**config.mk**
```make
export PLATFORM = sky130hd
export DESIGN_NAME = actideriv_pipe
export DESIGN_NICKNAME = d
export VERILOG_FILES = /design/src/rtl/actideriv_pkg.sv /design/src/rtl/actideriv_lane.sv /design/src/rtl/actideriv_pipe.sv
export SDC_FILE = /design/constraint.sdc
export NUM_CORES = 1
export LEC_CHECK = 0
export CORE_UTILIZATION = 48
export CTS_BUF_LIST = sky130_fd_sc_hd__clkbuf_4
export DETAILED_ROUTE_END_ITERATION = 8
export HOLD_SLACK_MARGIN = 0.06
export PLACE_DENSITY = 0.82
export SLEW_MARGIN = 25
export SYNTH_ARGS = -nofsm -noshare
export SYNTH_HDL_FRONTEND = slang
export SYNTH_SLANG_ARGS = --single-unit
```
**constraint.sdc**
```tcl
create_clock -name clk -period 5.97 [get_ports clk]
set_clock_uncertainty 0.15 [all_clocks]
set_input_delay 0.597 -clock clk [delete_from_list [all_inputs] [get_ports clk]]
set_output_delay 0.597 -clock clk [all_outputs]
set_load 0.02 [all_outputs]
```
**src/rtl/actideriv_pkg.sv**
```systemverilog
// Shared types and fixed-point constants for the hard-sigmoid activation/derivative pipeline.
package actideriv_pkg;

  typedef enum logic [1:0] {
    RegionInner = 2'd0,
    RegionOuter = 2'd1,
    RegionSat   = 2'd2
  } region_e;

  localparam logic MODE_BWD = 1'b0;
  localparam logic MODE_FWD = 1'b1;

  function automatic logic signed [63:0] fx_one(input int unsigned frac_w);
    return 64'sd1 <<< frac_w;
  endfunction

  function automatic logic signed [63:0] fx_half(input int unsigned frac_w);
    return 64'sd1 <<< (frac_w - 1);
  endfunction

  function automatic logic signed [63:0] fx_three(input int unsigned frac_w);
    return 64'sd3 <<< frac_w;
  endfunction

endpackage

```
**src/rtl/actideriv_lane.sv**
```systemverilog
// One lane: classify z into a sigmoid region (stage 1 input side) and compute the
// piecewise-linear result from the registered region/operand (stage 2 input side).
module actideriv_lane
  import actideriv_pkg::*;
#(
  parameter int unsigned DATA_W = 24,
  parameter int unsigned FRAC_W = 20
) (
  input  logic                     cls_mode_i,
  input  logic signed [DATA_W-1:0] cls_grad_i,
  input  logic signed [DATA_W-1:0] cls_z_i,
  output region_e                  cls_region_o,
  output logic signed [DATA_W-1:0] cls_operand_o,
  input  logic                     cmp_mode_i,
  input  region_e                  cmp_region_i,
  input  logic signed [DATA_W-1:0] cmp_operand_i,
  output logic signed [DATA_W-1:0] cmp_result_o
);

  localparam logic signed [DATA_W-1:0] One    = DATA_W'(fx_one(FRAC_W));
  localparam logic signed [DATA_W-1:0] Half   = DATA_W'(fx_half(FRAC_W));
  localparam logic signed [DATA_W-1:0] Three  = DATA_W'(fx_three(FRAC_W));
  localparam logic signed [DATA_W-1:0] Five8  = DATA_W'((64'sd5 <<< FRAC_W) >>> 3);
  localparam logic signed [DATA_W-1:0] Three8 = DATA_W'(fx_three(FRAC_W) >>> 3);

  logic                     op_neg;
  logic signed [DATA_W-1:0] op_sh2;
  logic signed [DATA_W-1:0] op_sh3;

  always_comb begin
    if (cls_z_i < -Three || cls_z_i > Three) begin
      cls_region_o = RegionSat;
    end else if (cls_z_i < -One || cls_z_i > One) begin
      cls_region_o = RegionOuter;
    end else begin
      cls_region_o = RegionInner;
    end
    // Forward mode only needs z; backprop only needs grad (region already captured).
    cls_operand_o = (cls_mode_i == MODE_FWD) ? cls_z_i : cls_grad_i;
  end

  assign op_neg = cmp_operand_i[DATA_W-1];
  assign op_sh2 = cmp_operand_i >>> 2;
  assign op_sh3 = cmp_operand_i >>> 3;

  always_comb begin
    cmp_result_o = '0;
    if (cmp_mode_i == MODE_BWD) begin
      case (cmp_region_i)
        RegionInner: cmp_result_o = op_sh2;
        RegionOuter: cmp_result_o = op_sh3;
        default:     cmp_result_o = '0;
      endcase
    end else begin
      case (cmp_region_i)
        RegionInner: cmp_result_o = Half + op_sh2;
        RegionOuter: cmp_result_o = op_neg ? (Three8 + op_sh3) : (Five8 + op_sh3);
        RegionSat:   cmp_result_o = op_neg ? '0 : One;
        default:     cmp_result_o = '0;
      endcase
    end
  end

endmodule

```
**src/rtl/actideriv_pipe.sv**
```systemverilog
// Two-stage valid/ready pipeline of LANES hard-sigmoid lanes (activation or derivative).
// Define SAT_CNT_EN to build the saturated-sample counter; otherwise sat_cnt_o is tied to 0.
module actideriv_pipe
  import actideriv_pkg::*;
#(
  parameter int unsigned DATA_W = 24,
  parameter int unsigned FRAC_W = 20,
  parameter int unsigned LANES  = 4,
  parameter int unsigned CNT_W  = 32
) (
  input  logic                      clk,
  input  logic                      rst_n,
  input  logic                      in_valid_i,
  output logic                      in_ready_o,
  input  logic                      in_mode_i,
  input  logic [LANES*DATA_W-1:0]   in_grad_i,
  input  logic [LANES*DATA_W-1:0]   in_z_i,
  output logic                      out_valid_o,
  input  logic                      out_ready_i,
  output logic [LANES*DATA_W-1:0]   out_data_o,
  output logic                      out_mode_o,
  input  logic                      sat_clr_i,
  output logic [CNT_W-1:0]          sat_cnt_o
);

  region_e                  cls_region  [LANES];
  logic signed [DATA_W-1:0] cls_op      [LANES];
  region_e                  s1_region_q [LANES];
  logic signed [DATA_W-1:0] s1_op_q     [LANES];
  logic                     s1_valid_q, s1_mode_q;
  logic                     s2_valid_q, s2_mode_q;
  logic [LANES*DATA_W-1:0]  s2_data_q;
  logic [LANES*DATA_W-1:0]  cmp_result;
  logic                     in_fire, s2_load, out_fire;

  for (genvar g = 0; g < LANES; g++) begin : g_lane
    actideriv_lane #(
      .DATA_W(DATA_W),
      .FRAC_W(FRAC_W)
    ) u_lane (
      .cls_mode_i   (in_mode_i),
      .cls_grad_i   (in_grad_i[g*DATA_W +: DATA_W]),
      .cls_z_i      (in_z_i[g*DATA_W +: DATA_W]),
      .cls_region_o (cls_region[g]),
      .cls_operand_o(cls_op[g]),
      .cmp_mode_i   (s1_mode_q),
      .cmp_region_i (s1_region_q[g]),
      .cmp_operand_i(s1_op_q[g]),
      .cmp_result_o (cmp_result[g*DATA_W +: DATA_W])
    );
  end

  // A stage loads when empty or when its occupant leaves in the same cycle.
  assign out_fire    = s2_valid_q && out_ready_i;
  assign s2_load     = s1_valid_q && (!s2_valid_q || out_ready_i);
  assign in_ready_o  = !s1_valid_q || s2_load;
  assign in_fire     = in_valid_i && in_ready_o;
  assign out_valid_o = s2_valid_q;
  assign out_data_o  = s2_data_q;
  assign out_mode_o  = s2_mode_q;

  always_ff @(posedge clk or negedge rst_n) begin
    if (!rst_n) begin
      s1_valid_q <= 1'b0;
      s1_mode_q  <= 1'b0;
      s2_valid_q <= 1'b0;
      s2_mode_q  <= 1'b0;
      s2_data_q  <= '0;
      for (int i = 0; i < LANES; i++) begin
        s1_region_q[i] <= RegionInner;
        s1_op_q[i]     <= '0;
      end
    end else begin
      if (in_fire) begin
        s1_valid_q <= 1'b1;
        s1_mode_q  <= in_mode_i;
        for (int i = 0; i < LANES; i++) begin
          s1_region_q[i] <= cls_region[i];
          s1_op_q[i]     <= cls_op[i];
        end
      end else if (s2_load) begin
        s1_valid_q <= 1'b0;
      end
      if (s2_load) begin
        s2_valid_q <= 1'b1;
        s2_mode_q  <= s1_mode_q;
        s2_data_q  <= cmp_result;
      end else if (out_fire) begin
        s2_valid_q <= 1'b0;
      end
    end
  end

`ifdef SAT_CNT_EN
  logic [CNT_W-1:0] sat_cnt_q, sat_cnt_d;
  logic [CNT_W:0]   sat_lanes, sat_sum;

  always_comb begin
    sat_lanes = '0;
    for (int i = 0; i < LANES; i++) begin
      if (cls_region[i] == RegionSat) sat_lanes = sat_lanes + (CNT_W+1)'(1);
    end
    sat_sum   = {1'b0, sat_cnt_q} + sat_lanes;
    sat_cnt_d = sat_cnt_q;
    if (sat_clr_i) begin
      sat_cnt_d = '0;
    end else if (in_fire) begin
      sat_cnt_d = sat_sum[CNT_W] ? '1 : sat_sum[CNT_W-1:0];
    end
  end

  always_ff @(posedge clk or negedge rst_n) begin
    if (!rst_n) begin
      sat_cnt_q <= '0;
    end else begin
      sat_cnt_q <= sat_cnt_d;
    end
  end

  assign sat_cnt_o = sat_cnt_q;
`else
  logic unused_sat_clr;
  assign unused_sat_clr = sat_clr_i;
  assign sat_cnt_o      = '0;
`endif

endmodule

```
Word-level counts from Yosys, hierarchy flattened:

Index checks and enable logic that the tools add are counted.
W data, S select, Z words.

* $add $sub $neg: 12
* order comparisons: 16
* eq/ne operators: 8
* muxes and demuxes: 36
* reduce and logical (&&, ||, !) cells: 21

Operators with widths (number)
* $mux W24: 12
* $pmux W24 S3: 4
* $pmux W24 S2: 4
* $gt A24 B22 Y1 const B: 4
* $gt A24 B23 Y1 const B: 4
* $lt A24 B21 Y1 const B: 4
* $lt A24 B23 Y1 const B: 4
* $add A21 B22 Y23 const A: 4
* $add A20 B21 Y22 const A: 4
* $add A21 B21 Y22 const A: 4
* $mux W21: 4
* $logic_or A1 B1 Y1: 10
* $eq A2 B1 Y1 const B: 4
* $eq A2 B2 Y1 const B: 4
* $logic_not A2 Y1: 4
* $mux W1: 8
* $mux W2: 4
* $reduce_bool A2 Y1: 2
* $logic_and A1 B1 Y1: 3
* $logic_not A1 Y1: 2

* bits in registers: 204
* input bits: 198
* output and inout port bits: 131
* logic and storage cells: 106

Depth between registers and ports, before layout:

Gate-level depths: netlist of the first run.

* depth in word-level cells: 6
* mapped depth: 8

By module:

A second synthesis of the first run with hierarchy kept.

* cells, all modules: 998
* area, all modules: 12050.3 um2

By module, submodules not included
* actideriv_pipe: instances 1, cells an instance 466, area each 8086.5 um2, seq. area each 5104.9 um2
* actideriv_lane: instances 4, cells an instance 133, area each 991.0 um2, seq. area each 0.0 um2

Worst setup path after synthesis of the first run:

OpenSTA, ideal clock, no wires.

* kind: input to register
* start: input port out_ready_i
* end: register s1_region_q[6] (netlist bit)
* setup time: 0.110 ns
* data arrival time: 1.768 ns
* required time: 5.710 ns
* slack: 3.942 ns
* stages on the path: 7
* path through: nand3b_1 > nand2_1 > buf_2 > buf_4 > buf_2 > nand2_1 > o41ai_1

* cells in the longest elaborated chain, start to end: 4

Ends and longest elaborated chain
* from (decl): RTL line actideriv_pipe.sv:19 `input logic out_ready_i,`
* $logic_or A1 B1 Y1: RTL line actideriv_pipe.sv:55 `assign s2_load = s1_valid_q && (!s2_valid_q || out_ready_i);`
* $logic_and A1 B1 Y1: RTL line actideriv_pipe.sv:55
* $logic_or A1 B1 Y1: RTL line actideriv_pipe.sv:56 `assign in_ready_o = !s1_valid_q || s2_load;`
* $logic_and A1 B1 Y1: RTL line actideriv_pipe.sv:57 `assign in_fire = in_valid_i && in_ready_o;`
* to (signal, indexed assignment): RTL line actideriv_pipe.sv:70 `s1_region_q[i] <= RegionInner;`
* to (signal, indexed assignment): RTL line actideriv_pipe.sv:78 `s1_region_q[i] <= cls_region[i];`
* to (decl): RTL line actideriv_pipe.sv:28 `region_e s1_region_q [LANES];`

No other way between the ends.
A chain may end at the register's enable or synchronous reset.

Worst setup path in the final report of the first run:

* start: input port out_ready_i
* end: output port in_ready_o

* cells in the longest elaborated chain, start to end: 3

Ends and longest elaborated chain
* $logic_or A1 B1 Y1: RTL line actideriv_pipe.sv:55
* $logic_and A1 B1 Y1: RTL line actideriv_pipe.sv:55
* $logic_or A1 B1 Y1: RTL line actideriv_pipe.sv:56
* to (decl): RTL line actideriv_pipe.sv:14 `output logic in_ready_o,`

No other way between the ends.

==> flow_metrics.py, run 1 <==
metrics = {
    "synth": {
        "yosys_most_used_dff": "dfrtp_1",
        "synth_edf_count": 0,
        "yosysTopAreaCellShare": 0.455,
        "async_flop_share": 1.00,
        "synth-seq-cells": 192,
        "syn_area_sq_mm": 0.0106,
        "yosys-top-cells-area": "dfrtp_1, mux2i_1, nand2_1",
        "seq_area_frac_synth": 0.455,
        "yosysTopAreaCell": "dfrtp_1",
        "synth_cell_types": 51,
        "yosysWarnings": 0,
        "avgSynthCellArea_sq_um": 9.75,
        "syn_inst": 1083,
    },
    "sta": {
        "finalMaxSlewViolations": 0,
        "relSlewSlack": 0.375,
        "worst_pin_slew_ns": 0.938,
        "hold_slack_ns": 0.347,
        "hold_viol_final": 0,
        "max_freq_ghz": 0.376,
        "finalSetupViolCount": 0,
        "rsz0062_at_grt": "false",
        "fin_tns_setup_ns": 0,
        "fin_crit_ns": 2.66,
        "finalCritPeriodShare": 0.446,
    },
    "routing": {
        "drt_iter0_markers": 323,
        "drt-total-wl_mm": 26.6,
        "drcViolationCount": 0,
        "post_drt_via_cell_ratio": 5.48,
        "wl_per_cell_microns": 16.6,
        "first_pass_iters": 5,
        "num_vias": 8788,
        "antenna_left": 0,
    },
    "power": {
        "p_switching_uw": 1430,
        "p_seq_frac": 0.456,
        "peakVddDrop_mv": 0.146,
        "intPower_uw": 2410,
        "clkPwrFrac": 0.197,
        "switching_share": 0.371,
        "comb_power_share": 0.347,
        "powerDensity_mw_per_mm2": 281,
        "leakage_uw": 0.00587,
    },
    "worst_setup_path": {
        "crit_required_ns": 5.22,
        "path_class": "input port to output port",
        "worstPathArrival_ns": 1.92,
        "rr_startpoint": "s1_valid_q$_DFFE_PN0P_",
        "crit_path_end": "in_ready_o",
        "critPathLaunch": "out_ready_i",
        "r2r_cells": 4,
        "end_kind": "output port",
        "reg2reg_to": "s1_op_q[44]$_DFFE_PN0P_",
        "reg2reg_setup_slack_ns": 3.38,
        "crit_fanout": 4,
        "worstSetupStartpointType": "input port",
    },
    "finish": {
        "multi_input_area_sq_mm": 0.00523,
        "drive_gt1_frac": 0.0399,
        "fin_nets": 1537,
        "seqCellArea_sq_mm": 0.00480,
        "fill_cells": 1717,
        "fin_util": 0.642,
        "syn2layout_area_growth_pct": 29.5,
        "stdcell_count": 1604,
    },
    "die": {
        "start_util": 0.496,
        "die_x_microns": 150,
        "ios": 329,
        "die_area_sq_mm": 0.0226,
        "fp.dieH_microns": 150,
        "row_count": 53,
        "fp.coreArea_sq_mm": 0.0213,
    },
    "global_routing": {
        "grt_usage": 0.241,
        "grt_overflow": 0,
        "grt_antenna_before_repair": 1,
        "grt_max_degree": 106,
        "grt_pass1_vias": 8431,
        "grt_pass1_wl_mm": 42.3,
    },
    "clock_tree": {
        "cts_tree": "yes",
        "clk_latency_ns": 0.60,
        "cts_buffer_depth": 2,
        "path_clk_slew_ns": 0.16,
        "numCtsBuffers": 17,
        "cts_resized": 0,
        "htreeDepth": 4,
        "cts-root-buf": "clkbuf_4",
        "cts_sinks": 192,
    },
    "place": {
        "dp_hpwl_mm": 18.9,
        "place_congestion": 0.807,
        "placed_cells": 1570,
        "portBuffers": 287,
    },
    "worst_hold_path": {
        "worst_hold_path_type": "register to register",
    },
    "outcome": {
        "status": "complete, no violations",
    },
    "job": {
        "cap_violations": 0,
    },
}
==> cells in the mapped netlist (all sizes together), types with 9 or more instances <==
library cell,instances
nor2,42
nor4,23
ha,20
dfrtp,192
buf,84
nand2,199
xnor2,13
a21oi,22
nor2b,9
o31ai,71
clkbuf,33
mux2i,166
o21ai,109
==> placed cells by master (no fill, tap or decap), drive strengths merged, types with 3 or more instances in the layout <==
master         netlist  routed
xor2                 3       3
xnor2               13      13
mux2i              166     166
inv                  5      13
o31ai               71      71
o211ai               5       5
dfrtp              192     192
mux2                 3       3
nand2b               7       7
clkinv               0       5
ha                  20      20
buf                 84      12
clkbuf              33      19
nor2b                9       9
a21oi               22      22
a22o                 8       8
conb                 1      32
nor4                23      23
nor3                 7       7
o21ai              109     109
o41ai                8       8
a21o                 3       3
nor2                42      42
a31oi                3       3
a211oi               8       8
nand3                8       8
and3                 4       4
nand2              199     199
fa                   4       4
clkdlybuf4s50        0     285
nand3b               3       3
==> cells by family after synthesis <==
family	Yosys count	synth area share
xor gates and xnor gates	16	0.0133
adders and majority gates	24	0.0313
and+or+nand+nor	310	0.129
DFF	192	0.455
buffers and inverters	122	0.0616
AOI/OAI and AO/OA	249	0.149
other	1	0.000355
muxes	169	0.161
==> stage by stage <==
step | power [uW] | setup slack, ns | cell area (sq um)
2_1_floorplan | 2520 | 3.94 | 10700
3_3_place_gp | 3080 | 2.77 | 13400
3_5_place_dp | 3120 | 2.69 | 13400
4_1_cts | 3870 | 3.28 | 13700
5_1_grt | 4080 | 3.10 | 13700
6_report | 3840 | 3.31 | 13700
==> worst min-delay path by stage <==
| stage | to | depth (start not counted) | start |
|---|---|---|---|
| floorplan | out_data_o[0]$_DFFE_PN0P_ | 0 | rst_n |
| global placement | out_data_o[81]$_DFFE_PN0P_ | 2 | out_data_o[81]$_DFFE_PN0P_ |
| detailed placement | out_data_o[43]$_DFFE_PN0P_ | 2 | out_data_o[43]$_DFFE_PN0P_ |
| CTS | out_data_o[26]$_DFFE_PN0P_ | 2 | out_data_o[26]$_DFFE_PN0P_ |
| global route | out_data_o[80]$_DFFE_PN0P_ | 2 | out_data_o[80]$_DFFE_PN0P_ |
| finish | out_data_o[26]$_DFFE_PN0P_ | 2 | out_data_o[26]$_DFFE_PN0P_ |
==> power groups by stage <==
stage          logic [uW]  clock network (uW)  registers (uW)
6_report             1330                 757            1750
5_1_grt              1460                 828            1790
2_1_floorplan         648                   0            1870
4_1_cts              1340                 773            1750
3_3_place_gp         1310                   0            1770
3_5_place_dp         1340                   0            1780
==> area by class of cell <==
type | count | area share
multi-input combinational | 800 | 0.383
sequential | 192 | 0.351
timing repair buffer | 299 | 0.217
tap | 275 | 0.0252
clock inverter | 14 | 0.0124
clock buffer | 18 | 0.00988
inverter | 5 | 0.00137
antenna | 1 | 0.000183
==> critical path, cell delays in order <==
cell             delay (ns)
clkdlybuf4s50_1        0.46
nand3b_1               0.21
clkdlybuf4s50_1        0.65
==> routing by layer <==
metal  wire [microns]  GRT usage  vias up
met5                0          0        -
met1            11300      0.306     4214
met4              412     0.0707        0
met2            12800      0.403      280
met3             2070     0.0645       26
li1                 -          -     4268
==> repair_timing <==
action | 4_1_cts | 5_1_grt
hold buffers | 1 | 0
hold endpoints to repair | 103 | 0
buffers inserted | 0 | 0
==> flip-flops by register name, summed over array words and instances (netlist names) <==
register	count
out_data_o	92
s1_op_q	88
s1_region_q	8
out_mode_o	1
out_valid_o	1
s1_mode_q	1
s1_valid_q	1
(Power assumes the default switching activity.)
==> inputs of run 2 (changes only) <==
--- a/config.mk
+++ b/config.mk
@@ -5,11 +5,11 @@
 export SDC_FILE = /design/constraint.sdc
 export NUM_CORES = 1
 export LEC_CHECK = 0
-export CORE_UTILIZATION = 48
+export CORE_UTILIZATION = 44
 export CTS_BUF_LIST = sky130_fd_sc_hd__clkbuf_4
 export DETAILED_ROUTE_END_ITERATION = 8
 export HOLD_SLACK_MARGIN = 0.06
-export PLACE_DENSITY = 0.82
+export PLACE_DENSITY = 0.79
 export SLEW_MARGIN = 25
 export SYNTH_ARGS = -nofsm -noshare
 export SYNTH_HDL_FRONTEND = slang
==> constraint.sdc (replaced) <==
create_clock -name clk -period 2.2 [get_ports clk]
set_clock_uncertainty 0.15 [all_clocks]
set_input_delay 0.22 -clock clk [delete_from_list [all_inputs] [get_ports clk]]
set_output_delay 0.22 -clock clk [all_outputs]
set_load 0.02 [all_outputs]
==> run 2 against run 1 <==
Design area rose by 4.5%. Via count up 1.8%. Critical path depth is 4 higher. Critical path type is now register to register. Critical endpoint is now out_data_o[20]$_DFFE_PN0P_. Largest cell class unchanged. Highest routed layer unchanged.
==> flow_metrics.py, run 2 (same netlist as run 1, synthesis figures left out) <==
metrics = {
    "clock_tree": {
        "htreeDepth": 4,
        "cts_sinks": 192,
        "cts_tree": "yes",
        "numCtsBuffers": 17,
        "path_clk_slew_ns": 0.17,
        "cts_buffer_depth": 2,
        "clk_latency_ns": 0.60,
        "cts-root-buf": "clkbuf_4",
    },
    "worst_setup_path": {
        "path_class": "register to register",
        "worstPathArrival_ns": 2.41,
        "crit_required_ns": 2.55,
        "end_kind": "register",
        "worstSetupStartpointType": "register",
        "crit_fanout": 8,
    },
    "routing": {
        "drcViolationCount": 0,
        "post_drt_via_cell_ratio": 5.28,
        "wl_per_cell_microns": 16.3,
        "drt-total-wl_mm": 27.6,
        "first_pass_iters": 5,
        "num_vias": 8948,
        "antenna_left": 0,
        "drt_iter0_markers": 385,
    },
    "sta": {
        "hold_viol_final": 0,
        "max_freq_ghz": 0.486,
        "finalSetupViolCount": 0,
        "fin_crit_ns": 2.06,
        "finalCritPeriodShare": 0.936,
        "fin_tns_setup_ns": 0,
        "rsz0062_at_grt": "false",
        "finalMaxSlewViolations": 0,
    },
    "place": {
        "dp_hpwl_mm": 20.1,
        "place_congestion": 0.829,
        "portBuffers": 287,
    },
    "outcome": {
        "status": "complete, no violations",
    },
    "finish": {
        "drive_gt1_frac": 0.0589,
        "syn2layout_area_growth_pct": 35.3,
        "largest_register_ffs": 92,
        "final_common_cell": "clkdlybuf4s50_1",
        "fill_cells": 2002,
        "layout_common_cells": "clkdlybuf4s50_1, nand2_1, dfrtp_1, mux2i_1, o21ai_0",
        "fin_nets": 1584,
        "fin_util": 0.608,
    },
    "die": {
        "row_count": 56,
        "fp.dieH_microns": 157,
        "die_area_sq_mm": 0.0246,
        "ios": 329,
        "die_x_microns": 157,
        "start_util": 0.450,
        "fp.coreArea_sq_mm": 0.0235,
    },
    "global_routing": {
        "grt_overflow": 0,
        "grt_pass1_vias": 8706,
        "grt_antenna_before_repair": 1,
        "grt_max_degree": 93,
        "grt_pass1_wl_mm": 43.9,
        "grt_usage": 0.228,
    },
    "power": {
        "powerDensity_mw_per_mm2": 742,
        "peakVddDrop_mv": 0.442,
        "power_uw": 10600,
        "leakage_uw": 0.00616,
    },
    "job": {
        "cap_violations": 0,
    },
    "worst_hold_path": {
        "worst_hold_path_type": "input port to register",
    },
}
[run 2: cell types whose count changed in the layout (fill, tap and decap cells not counted)]
cell             delta
buf_4              +14
dfrtp_2             +1
dlygate4sd3_1      +21
clkinv_1            -1
inv_6               +2
dlygate4sd2_1       +1
buf_12             +12
inv_8               -1
dfrtp_1             -1
dlymetal6s2s_1      +1
clkinv_4            -1
clkinv_2            +1
clkdlybuf4s50_1     -2
[run 2: area by class of cell]
type	count	area, sq um	share of cell area
multi-input cells	800	5230	0.366
flip-flops and latches	192	4810	0.336
repair buffers	346	3520	0.247
well taps	319	399	0.0279
clock inverters	14	168	0.0117
clock buffers	18	135	0.00946
inverters	5	18.8	0.00131
diodes	1	2.50	0.000175
[run 2: power by group]
| part | internal, uW | switching [uW] | total, uW |
|---|---|---|---|
| sequential | 4160 | 524 | 4680 |
| combinational | 1880 | 1970 | 3850 |
| clock | 642 | 1420 | 2060 |
[run 2: repair_timing]
action | 4_1_cts | 5_1_grt
setup buffers | 0 | 0
hold endpoints to repair | 218 | 1
setup endpoints to repair | 1 | 2
gates resized for setup | 1 | 2
hold buffers | 22 | 1
[run 2: per-stage QoR]
step / instance area [sq um] / hold slack (ns) / setup slack (ns) / instances
4_1_cts: 14300 / 0.0628 / 0.0465 / 1693
3_3_place_gp: 13700 / 0.0199 / 0.0617 / 1639
5_1_grt: 14300 / 0.0695 / 0.00232 / 1695
6_report: 14300 / 0.109 / 0.141 / 1695
3_5_place_dp: 13700 / 0.0231 / 0.00147 / 1639
2_1_floorplan: 10700 / -0.226 / 0.176 / 1114
[run 2: worst max-delay path, cell delays in order (launching register included)]
cell and delay [ns]:
dfrtp_1 0.54, inv_1 0.14, ha_1 0.34, a21oi_1 0.20, a21oi_1 0.09, mux2i_1 0.15, o22ai_1 0.10, a31o_2 0.26
[run 2: path summary, 6_finish.rpt]
path	slack, ns	start	cells past startpoint	end
min in group asynchronous	0.57	rst_n	4	s1_op_q[47]$_DFFE_PN0P_
hold reg to reg	0.35	out_data_o[5]$_DFFE_PN0P_	2	out_data_o[5]$_DFFE_PN0P_
setup reg to reg	0.14	s1_op_q[95]$_DFFE_PN0P_	7	out_data_o[20]$_DFFE_PN0P_
setup / recovery	0.14	s1_op_q[95]$_DFFE_PN0P_	7	out_data_o[20]$_DFFE_PN0P_
hold / removal	0.11	in_grad_i[64]	3	s1_op_q[40]$_DFFE_PN0P_
max in group asynchronous	0.83	rst_n	4	s1_op_q[43]$_DFFE_PN0P_
[run 2: per-layer routing]
layer	routed length (microns)	GRT usage	up-vias
met5	0	0	-
met4	461	0.0658	0
met3	1870	0.0515	31
met2	13100	0.388	299
met1	12100	0.290	4266
li1	-	-	4352
